**config.mk**
```make
export PLATFORM = sky130hd
export DESIGN_NAME = ppm_frame_sequencer
export DESIGN_NICKNAME = d
export VERILOG_FILES = /design/src/rtl/ppm_frame_sequencer.sv
export SDC_FILE = /design/constraint.sdc
export NUM_CORES = 1
export LEC_CHECK = 0
export CORE_ASPECT_RATIO = 0.7
export CORE_MARGIN = 10
export CORE_UTILIZATION = 54
export CTS_CLUSTER_DIAMETER = 80
export DETAILED_ROUTE_END_ITERATION = 8
export GPL_TIMING_DRIVEN = 0
export HOLD_SLACK_MARGIN = 0.1
export PLACE_DENSITY = 0.79
export SLEW_MARGIN = 25
export SYNTH_ARGS = -nofsm -noshare
export SYNTH_HDL_FRONTEND = slang
export SYNTH_SLANG_ARGS = --single-unit
```
**constraint.sdc**
```tcl
create_clock -name clk16 -period 2.3 [get_ports clk16]
set_input_delay 0.46 -clock clk16 [delete_from_list [all_inputs] [get_ports clk16]]
set_output_delay 0.46 -clock clk16 [all_outputs]
set_load 0.01 [all_outputs]
```
**src/rtl/ppm_frame_sequencer.sv**
```systemverilog
// PPM receive frame sequencer: packs 2-bit symbols MSB-first into bytes between SOF and EOF, aborts with a coded cause.
// Latency: byte_valid_out rises 1 cycle after the 4th symbol strobe; status pulses 1 cycle after the closing event.
// Backpressure: single holding register with valid/ready; a byte completing while it is full and not draining aborts the frame.
module ppm_frame_sequencer #(
  parameter int MAX_LEN = 2048,
  parameter int LEN_W   = 12,
  parameter int TIMEOUT = 255
) (
  input  logic             clk16,
  input  logic             rst_n,
  input  logic             sof_rcv_in,
  input  logic             eof_rcv_in,
  input  logic             sym_valid_in,
  input  logic [1:0]       sym_in,
  input  logic             sym_err_in,
  input  logic             byte_ready_in,
  output logic [7:0]       byte_out,
  output logic             byte_valid_out,
  output logic             frame_active_out,
  output logic             frame_done_out,
  output logic             frame_err_out,
  output logic [2:0]       err_code_out,
  output logic [LEN_W-1:0] byte_count_out
);

  localparam int TO_W = $clog2(TIMEOUT + 1);
  localparam logic [LEN_W-1:0] MAX_LEN_C = LEN_W'(MAX_LEN);
  localparam logic [TO_W-1:0]  TIMEOUT_C = TO_W'(TIMEOUT);

  localparam logic [2:0] E_TIMEOUT = 3'd1;
  localparam logic [2:0] E_PARTIAL = 3'd2;
  localparam logic [2:0] E_OVERRUN = 3'd3;
  localparam logic [2:0] E_SYMERR  = 3'd4;
  localparam logic [2:0] E_LENOVF  = 3'd5;
  localparam logic [2:0] E_RESTART = 3'd6;

  typedef enum logic [1:0] {S_IDLE, S_ASM, S_DONE, S_ERR} state_t;

  state_t           state_q, state_d;
  logic [1:0]       idx_q, idx_d;
  // Only the upper six bits need storage: the 4th symbol completes the byte directly.
  logic [5:0]       shift_q, shift_d;
  logic [TO_W-1:0]  to_q, to_d;
  logic [LEN_W-1:0] cnt_q, cnt_d;
  logic [2:0]       code_q, code_d;
  logic [7:0]       hold_dat_q, hold_dat_d;
  logic             hold_vld_q, hold_vld_d;
  logic             active_q, active_d;
  logic             done_q, done_d;
  logic             err_q, err_d;

  logic             drain;
  logic             complete;
  logic             load;
  logic [7:0]       new_byte;

  assign drain    = hold_vld_q & byte_ready_in;
  assign complete = sym_valid_in & (idx_q == 2'd3);
  assign new_byte = {shift_q, sym_in};

  // State and datapath registers, all cleared by the asynchronous reset.
  always_ff @(posedge clk16 or negedge rst_n) begin
    if (!rst_n) begin
      state_q    <= S_IDLE;
      idx_q      <= '0;
      shift_q    <= '0;
      to_q       <= '0;
      cnt_q      <= '0;
      code_q     <= '0;
      hold_dat_q <= '0;
      hold_vld_q <= 1'b0;
      active_q   <= 1'b0;
      done_q     <= 1'b0;
      err_q      <= 1'b0;
    end else begin
      state_q    <= state_d;
      idx_q      <= idx_d;
      shift_q    <= shift_d;
      to_q       <= to_d;
      cnt_q      <= cnt_d;
      code_q     <= code_d;
      hold_dat_q <= hold_dat_d;
      hold_vld_q <= hold_vld_d;
      active_q   <= active_d;
      done_q     <= done_d;
      err_q      <= err_d;
    end
  end

  // Next-state and frame bookkeeping, following the abort priority order inside a frame.
  always_comb begin
    state_d = state_q;
    idx_d   = idx_q;
    shift_d = shift_q;
    to_d    = to_q;
    cnt_d   = cnt_q;
    code_d  = code_q;
    load    = 1'b0;
    case (state_q)
      S_IDLE: begin
        if (sof_rcv_in) begin
          state_d = S_ASM;
          idx_d   = '0;
          shift_d = '0;
          to_d    = '0;
          cnt_d   = '0;
          code_d  = '0;
        end
      end
      S_ASM: begin
        if (sym_valid_in && sym_err_in) begin
          state_d = S_ERR;
          code_d  = E_SYMERR;
        end else if (sof_rcv_in) begin
          state_d = S_ERR;
          code_d  = E_RESTART;
        end else if (complete && hold_vld_q && !drain) begin
          state_d = S_ERR;
          code_d  = E_OVERRUN;
        end else if (complete && (cnt_q == MAX_LEN_C)) begin
          state_d = S_ERR;
          code_d  = E_LENOVF;
        end else begin
          if (sym_valid_in) begin
            to_d  = '0;
            idx_d = idx_q + 2'd1;
            case (idx_q)
              2'd0:    shift_d[5:4] = sym_in;
              2'd1:    shift_d[3:2] = sym_in;
              2'd2:    shift_d[1:0] = sym_in;
              default: begin
                load  = 1'b1;
                cnt_d = (cnt_q == MAX_LEN_C) ? cnt_q : cnt_q + LEN_W'(1);
              end
            endcase
          end else begin
            to_d = to_q + TO_W'(1);
          end
          // EOF sees the index after this cycle's symbol has been absorbed.
          if (eof_rcv_in) begin
            if (idx_d == 2'd0) begin
              state_d = S_DONE;
            end else begin
              state_d = S_ERR;
              code_d  = E_PARTIAL;
            end
          end else if (to_d == TIMEOUT_C) begin
            state_d = S_ERR;
            code_d  = E_TIMEOUT;
          end
        end
      end
      S_DONE:  state_d = S_IDLE;
      default: state_d = S_IDLE;
    endcase
  end

  // Holding register: a new byte wins over a same-cycle drain so back-to-back bytes flow.
  always_comb begin
    hold_dat_d = hold_dat_q;
    hold_vld_d = hold_vld_q;
    if (load) begin
      hold_dat_d = new_byte;
      hold_vld_d = 1'b1;
    end else if (drain) begin
      hold_dat_d = '0;
      hold_vld_d = 1'b0;
    end
  end

  // Status outputs decoded from the next state so they line up with the state register.
  always_comb begin
    active_d = (state_d == S_ASM);
    done_d   = (state_d == S_DONE);
    err_d    = (state_d == S_ERR);
  end

  assign byte_out         = hold_dat_q;
  assign byte_valid_out   = hold_vld_q;
  assign frame_active_out = active_q;
  assign frame_done_out   = done_q;
  assign frame_err_out    = err_q;
  assign err_code_out     = code_q;
  assign byte_count_out   = cnt_q;

endmodule

```
---- After elaboration in Yosys (flattened, before gate mapping) ----
Index checks and enable logic that the tools add are counted.
cells by class
  $add $sub $neg .......................... 3
  equal/unequal tests ..................... 22
  mux-type cells .......................... 72
  bitwise logic cells ..................... 2
  reduce and logical (&&, ||, !) cells .... 17
operators with widths
  operator               number
  $mux 8                 13
  $mux 12                8
  $mux 2                 21
  $mux 6                 6
  $mux 3                 8
  $pmux 12 s2            1
  $reduce_and 8->1       3
  $ne 2x2->1 const B     8
  $pmux 8 s2             1
  $ne 7x7->1 const B     2
  $add 12x1->12 const B  1
  $eq 12x12->1 const B   1
  $pmux 6 s2             1
  $mux 1                 10
  $reduce_and 9->1       1
  $add 8x1->8 const B    1
  $eq 2x2->1 const B     4
  $eq 8x8->1 const B     1
  $pmux 2 s2             2
  $eq 2x1->1 const B     3
  $logic_not 2->1        3
  $ne 2x1->1 const B     3
  $pmux 3 s2             1
  $reduce_and 6->1       1
  7 further kinds        12
storage, ports and cells
  register bits ........................... 45
  input bits .............................. 9
  output and inout port bits .............. 27

---- Depth between registers and ports, before layout ----
Gate-level depths: netlist (run 1).
  word-level depth ........................ 17
  depth in mapped cells ................... 8
  mapped depth without buffers ............ 7

---- Worst setup path after synthesis (run 1) ----
No wires, ideal clock.
  kind .................................... flip-flop to flip-flop
  start ................................... register idx_q[0]
  end ..................................... register cnt_q[11], in the netlist byte_count_out[11]
  library setup time ...................... 0.122 ns
  data arrival time ....................... 1.988 ns
  required time ........................... 2.178 ns
  slack ................................... 0.190 ns
  stages on the path, launching flop included .. 7
  path buffers ............................ 0
  period minus slack after synthesis ...... 2.110 ns
  path through ............................ dfrtp_1 -> ha_1 -> nand4b_4 -> a2111oi_4 -> nand2_2 -> or4b_4 -> mux2i_1
on the way
  cells in the longest elaborated chain, start to end .. 6
RTL lines
  item                            line  text
  start: declaration              40    logic [1:0] idx_q, idx_d;
  start signal: assignment        77    idx_q <= idx_d;
  $eq 2x2->1                      58    assign complete = sym_valid_in & (idx_q == 2'd3);
  $and 1x1->1                     58
  $logic_and 1x1->1 (2 in a row)  117   end else if (complete && hold_vld_q && !drain) begin
  $ne 2x2->1 (no line)            --
  $reduce_and 9->1 (no line) *    --
  end signal: assignment          80    cnt_q <= cnt_d;
  end: declaration                44    logic [LEN_W-1:0] cnt_q, cnt_d;
Every way passes the cells marked *; elsewhere a longest branch is shown, timed or not.
A chain may end at the register's enable or synchronous reset.

---- Worst setup path after layout (run 1) ----
  start ................................... input byte_ready_in
  end ..................................... register cnt_q[11], in the netlist byte_count_out[11]
on the way
  cells in the longest elaborated chain, start to end .. 5
RTL lines
  item                        line  text
  start: declaration          16    input logic byte_ready_in,
  $and 1x1->1                 57    assign drain = hold_vld_q & byte_ready_in;
  $logic_not 1->1             117
  $logic_and 1x1->1           117
  $ne 2x2->1 (no line)        --
  $reduce_and 9->1 (no line)  --
No other way between the ends.

==> impl_metrics.tcl, run 1 <==
set metrics [dict create \
    wl_um 5974 \
    cts_buffer_depth 2 \
    fmax_ghz 0.4543 \
    finalNonFillerCells 353 \
    ff2ff_setup_slack_ns 0.14 \
    seq_area_frac_synth 0.4585 \
    antenna_left 0 \
    core_area_sq_um 4354 \
    rows 20 \
    p_seq_frac 0.443 \
    vias_per_cell 5.853 \
    yosysUniqueCellTypes 46 \
    routedWlPerCell_um 16.92 \
    grt_pass1_vias 2003 \
    rr_startpoint "idx_q[0]$_DFFE_PN0P_" \
    syn-num-nets 270 \
    min_period_ns 2.201 \
    p_total_mw 2.233 \
    root_buffer "clkbuf_8" \
    internal_power_mw 1.418 \
    hold_class "input pin to async pin" \
    cp-start-kind "input pin" \
    status "finished clean" \
    slew_headroom 0.5935 \
    numCtsBuffers 5 \
    synthFlopType "dfrtp_1" \
    drt_iter0_drc 162 \
    numClockSinks 45 \
    drtPass1Iterations 4 \
    power.switching_mw 0.8149 \
    place_hpwl_um 4324 \
    critical_path_class "input pin to register" \
    placed_area_sq_um 2898 \
    final_cell_mix "dfrtp_1, clkdlybuf4s50_1, nand2_1" \
    rsz0062_at_grt "false" \
    initial_core_util 0.5641 \
    async_flop_share 1.000 \
    power_density_nw_per_um2 731.2 \
    drive_gt1_frac 0.1107 \
    drcViolationCount 0 \
    htreeDepth 2 \
    antenna_cells 0 \
    place_ws_ns -0.5409 \
    final_cell_area_sq_um 3054 \
    cts_tree "done" \
    r2r_cells 6 \
    io_buffer_count 35 \
    fp.dieW_um 100.6 \
    grt_max_degree 26 \
    avgSynthCellArea_sq_um 9.708 \
    path_max_fanout 4 \
    grt.total_usage 0.1547 \
    dieArea_sq_um 7689 \
    fin_nets 314 \
    syn_area_sq_um 2456 \
    worstPathArrival_ns 2.40 \
    boundaryPins 36 \
    setup_viol 0 \
    clk_pin_slew_ns 0.09 \
    yosys-top-cells-area "dfrtp_1, nand2_1, mux2i_1" \
    p_leak_nw 1.342 \
    dp.cells 344 \
    grt_overflow_total 0 \
    die_h_um 76.43 \
    regArea_sq_um 1127 \
    final_common_cell "dfrtp_1" \
    switching_share 0.3649 \
    worstPathRequired_ns 2.50 \
    area_growth_pct 24.35 \
    ir_worst_vdd_mv 0.7711 \
    synth_cells 253 \
    vias 2066 \
    synth_top_area_cell "dfrtp_1" \
    multi_input_area_sq_um 1272 \
    cap_viol_max_count 0 \
    fin_ws_ns 0.09905 \
    gp_congestion 0.8477 \
    finalCritPeriodShare 0.9569 \
    grt_pass1_wl_um 9915 \
    finalClockSkew_ns 0.01189 \
    r2r-end "byte_count_out[11]$_DFFE_PN0P_" \
    pwr-share-comb 0.333 \
    final_hold_viol_count 0 \
    antenna_found_initial 0 \
    yosysTopAreaCellShare 0.4585 \
    fillers 350 \
    tightest_slew_ns 0.6072 \
    maxSlewViolCount 0 \
    finalSetupTns_ns 0 \
    clk_latency_ns 0.30 \
    synth_seq_cells 45 \
    synth_edf_count 0 \
    ys_warn_count 0 \
    pwr-share-clk 0.224 \
    end_kind "register" \
]
[cell type report]
type / instances / area share
multi-input cells: 182 / 0.4166
well taps: 55 / 0.02253
clock inverters: 3 / 0.006964
clock buffers: 5 / 0.02253
flip-flops and latches: 45 / 0.3691
repair buffers: 38 / 0.1278
inverters: 17 / 0.02089
plain buffers: 8 / 0.01352
[stage by stage]
stage                     hold WS (ns)    util
after floorplan                 0.1644       -
after global placement          0.4783  0.6603
after detailed placement        0.4822  0.6655
after CTS                       0.1618  0.6945
after global routing            0.1861  0.7014
final                           0.1518  0.7014
[state kept, by name, summed over array words and instances (netlist names), 2 cells and up]
name            cells
shift_q             6
err_code_out        3
idx_q               2
byte_count_out     12
state_q             2
byte_out            8
to_q                8
[repair_timing]
item	in CTS	in global routing
hold endpoints to repair	0	0
hold buffers	0	0
buffers inserted	2	0
resized for setup	4	11
setup endpoints to repair	19	30
pin swaps	1	0
[worst max-delay path: stages]
cell and delay [ns]:
clkdlybuf4s50_1 0.49, nor2b_1 0.12, a2111oi_4 0.50, nand2_2 0.16, or4b_4 0.54, mux2i_1 0.13
[cells by family after synthesis]
family                   share of synthesized area
AND/OR/NAND/NOR                             0.2374
flip-flops                                  0.4585
XOR/XNOR                                   0.03210
AO/OA/AOI/OAI                               0.1431
adder cells (fa/ha/maj)                    0.04076
buffers and inverters                      0.04330
multiplexers                               0.04483
[synthesized netlist by cell type (2+ instances only)]
cell type   n
dfrtp_1    45
nand2_1    30
inv_1      17
o21ai_0    17
nor2_1     16
mux2i_1    11
ha_1        8
clkbuf_1    7
nand3_1     7
a32o_1      6
nand4_1     6
nor4_1      6
xor2_1      6
a21oi_1     5
and2_1      5
nor3_1      5
nor3b_1     5
a22o_1      4
a31oi_1     4
nand2b_1    4
and3_1      3
or3_1       3
xnor2_1     3
a311oi_1    2
and4_1      2
nand3b_1    2
nand4b_1    2
nor2b_1     2
o31ai_1     2
or2_2       2
[power by group through the flow]
stage                     Clock [mW]  Sequential, mW  Combinational [mW]
after global routing           0.540            1.00               0.831
after floorplan                    0            1.00               0.439
after detailed placement           0           0.998               0.707
after CTS                      0.507           0.984               0.727
final                          0.500           0.989               0.745
after global placement             0           0.996               0.692
[worst max-delay path by stage]
stage                                       start                        endpoint  slack (ns)
floorplan                    idx_q[0]$_DFFE_PN0P_  byte_count_out[11]$_DFFE_PN0P_        0.19
global placement                       sof_rcv_in          shift_q[0]$_DFFE_PN0P_       -0.55
detailed placement                     sof_rcv_in          shift_q[0]$_DFFE_PN0P_       -0.54
CTS                                    sof_rcv_in             to_q[3]$_DFFE_PN0P_        0.01
global route        byte_count_out[0]$_DFFE_PN0P_     err_code_out[2]$_DFFE_PN0P_       0.006
finish                              byte_ready_in  byte_count_out[11]$_DFFE_PN0P_         0.1
[metal layers]
metal,up-vias,track usage,routed length [um]
li1,992,-,-
met1,1010,0.2171,2905
met2,59,0.2166,2530
met3,5,0.05435,503
met4,0,0.04225,35
met5,-,0,0
Power figures use the tool's default switching activity.
==> run 2, diff against run 1 <==
--- a/config.mk
+++ b/config.mk
@@ -6,13 +6,14 @@
 export NUM_CORES = 1
 export LEC_CHECK = 0
 export CORE_ASPECT_RATIO = 0.7
-export CORE_MARGIN = 10
 export CORE_UTILIZATION = 54
 export CTS_CLUSTER_DIAMETER = 80
+export CTS_CLUSTER_SIZE = 20
 export DETAILED_ROUTE_END_ITERATION = 8
 export GPL_TIMING_DRIVEN = 0
 export HOLD_SLACK_MARGIN = 0.1
 export PLACE_DENSITY = 0.79
+export SKIP_LAST_GASP = 1
 export SLEW_MARGIN = 25
 export SYNTH_ARGS = -nofsm -noshare
 export SYNTH_HDL_FRONTEND = slang
==> run 2 against run 1 <==
Combinational power shrank 2.7%. Wire length decreased by 8.0%. Global-route usage is 11 points higher. Die area decreased by 37%. Clock skew is 0.0064 ns lower. Critical path type unchanged. Largest cell class unchanged.
==> impl_metrics.tcl, run 2 (same netlist as run 1, synthesis figures left out) <==
set metrics [dict create \
    status "finished clean" \
    fmax_ghz 0.4513 \
    io_buffer_count 35 \
    worstPathArrival_ns 2.40 \
    cts_tree "done" \
    boundaryPins 36 \
    area_growth_pct 24.61 \
    r2r-end "err_code_out[1]$_DFFE_PN0P_" \
    grt_overflow_total 0 \
    final_common_cell "dfrtp_1" \
    drcViolationCount 0 \
    cap_viol_max_count 0 \
    critical_path_class "input pin to register" \
    worstHoldStart "shift_q[3]$_DFFE_PN0P_" \
    wl_um 5498 \
    numClockSinks 45 \
    gp_congestion 0.8795 \
    final_hold_viol_count 0 \
    rr_startpoint "byte_count_out[3]$_DFFE_PN0P_" \
    worstHoldEndpoint "shift_q[3]$_DFFE_PN0P_" \
    setup_viol 0 \
    root_buffer "clkbuf_8" \
    hold_class "register to register" \
    placed_area_sq_um 2890 \
    whs_path_depth 1 \
    grt_max_degree 28 \
    end_kind "register" \
    p_leak_nw 1.352 \
    initial_core_util 0.5641 \
    cts_buffer_depth 2 \
    maxSlewViolCount 0 \
    finalClockSkew_ns 0.005503 \
    grt_pass1_vias 1988 \
    antenna_left 0 \
    power_density_nw_per_um2 754.4 \
    place_hpwl_um 3919 \
    worstPathRequired_ns 2.49 \
    fin_nets 315 \
    drt_iter0_drc 179 \
    grt_pass1_wl_um 9321 \
    drive_gt1_frac 0.09365 \
    min_period_ns 2.216 \
    largest_reg_flops 12 \
    finalCritPeriodShare 0.9635 \
    drtPass1Iterations 4 \
    vias_per_cell 5.935 \
    rows 20 \
    cp-start-kind "input pin" \
    clk_pin_slew_ns 0.08 \
    r2r_cells 6 \
    core_area_sq_um 4354 \
    vias 2101 \
    antenna_found_initial 0 \
    grt.total_usage 0.2612 \
    tightest_slew_ns 0.5940 \
    numCtsBuffers 5 \
    htreeDepth 2 \
    dieArea_sq_um 4826 \
    ff2ff_setup_slack_ns 0.12 \
    antenna_cells 0 \
    die_h_um 58.43 \
    final_cell_mix "dfrtp_1, clkdlybuf4s50_1, nand2_1" \
    rsz0062_at_grt "true" \
    routedWlPerCell_um 15.53 \
    clk_latency_ns 0.30 \
    fp.dieW_um 82.61 \
    worst_hold_slack_ns 0.5023 \
    final_cell_area_sq_um 3060 \
    ir_worst_vdd_mv 0.6812 \
    path_max_fanout 10 \
    slew_headroom 0.6023 \
]
==> run 2: layout make-up <==
| type | count | area [sq um] |
|---|---|---|
| Tap cell | 55 | 68.82 |
| Inverter | 17 | 63.81 |
| Timing Repair Buffer | 39 | 392.9 |
| Buffer | 8 | 41.29 |
| Clock inverter | 2 | 38.79 |
| Clock buffer | 6 | 72.57 |
| Multi-Input combinational cell | 182 | 1256 |
| Sequential cell | 45 | 1126 |
| Fill cell | 335 | 1294 |
==> run 2: through the flow <==
stage / setup TNS [ns] / utilization / power, mW / std cells / setup slack, ns
global placement: -31.18 / 0.6603 / 1.685 / 343 / -0.5614
finish: 0 / 0.7029 / 2.309 / 354 / 0.08405
CTS: 0 / 0.7014 / 2.316 / 355 / 0.001296
floorplan: 0 / - / 1.440 / 253 / 0.1899
detailed placement: -10.32 / 0.6638 / 1.696 / 344 / -0.6144
global route: -0.02568 / 0.7029 / 2.454 / 354 / -0.01648
==> run 2: where the power goes <==
group	internal, mW	total [mW]	switching [mW]	leakage (nW)
clock	0.326	0.594	0.268	0.0554
combinational	0.298	0.725	0.427	0.680
sequential	0.899	0.990	0.0904	0.617
==> run 2: worst max path at each step <==
stage,startpoint,to,slack [ns],cells past startpoint
after detailed placement,sof_rcv_in,shift_q[0]$_DFFE_PN0P_,-0.61,6
final,sym_valid_in,err_code_out[1]$_DFFE_PN0P_,0.08,7
after global routing,sym_valid_in,frame_done_out$_DFF_PN0_,-0.02,7
after floorplan,idx_q[0]$_DFFE_PN0P_,byte_count_out[11]$_DFFE_PN0P_,0.19,6
after global placement,sof_rcv_in,shift_q[1]$_DFFE_PN0P_,-0.56,6
after CTS,sym_valid_in,err_code_out[1]$_DFFE_PN0P_,0.001,7
==> run 2: routing by layer <==
layer | wire length, um | track usage
met5 | 0 | 0
met4 | 50 | 0.06650
met3 | 378 | 0.05426
met2 | 2318 | 0.3872
met1 | 2751 | 0.3921
==> run 2: critical path, cell delays in order <==
cell and delay [ns]:
clkdlybuf4s50_1 0.59, clkbuf_2 0.26, nor3_1 0.09, a311oi_1 0.43
or3_1 0.21, o21ai_0 0.10, a22o_1 0.26
==> run 2: repair_timing <==
item                                    4_1_cts  5_1_grt
resized for setup                             5        5
setup buffers                                 2        0
pin swaps                                     1        0
hold endpoints to repair                      3        0
endpoints found under the setup margin       18       29
hold buffers                                  1        0
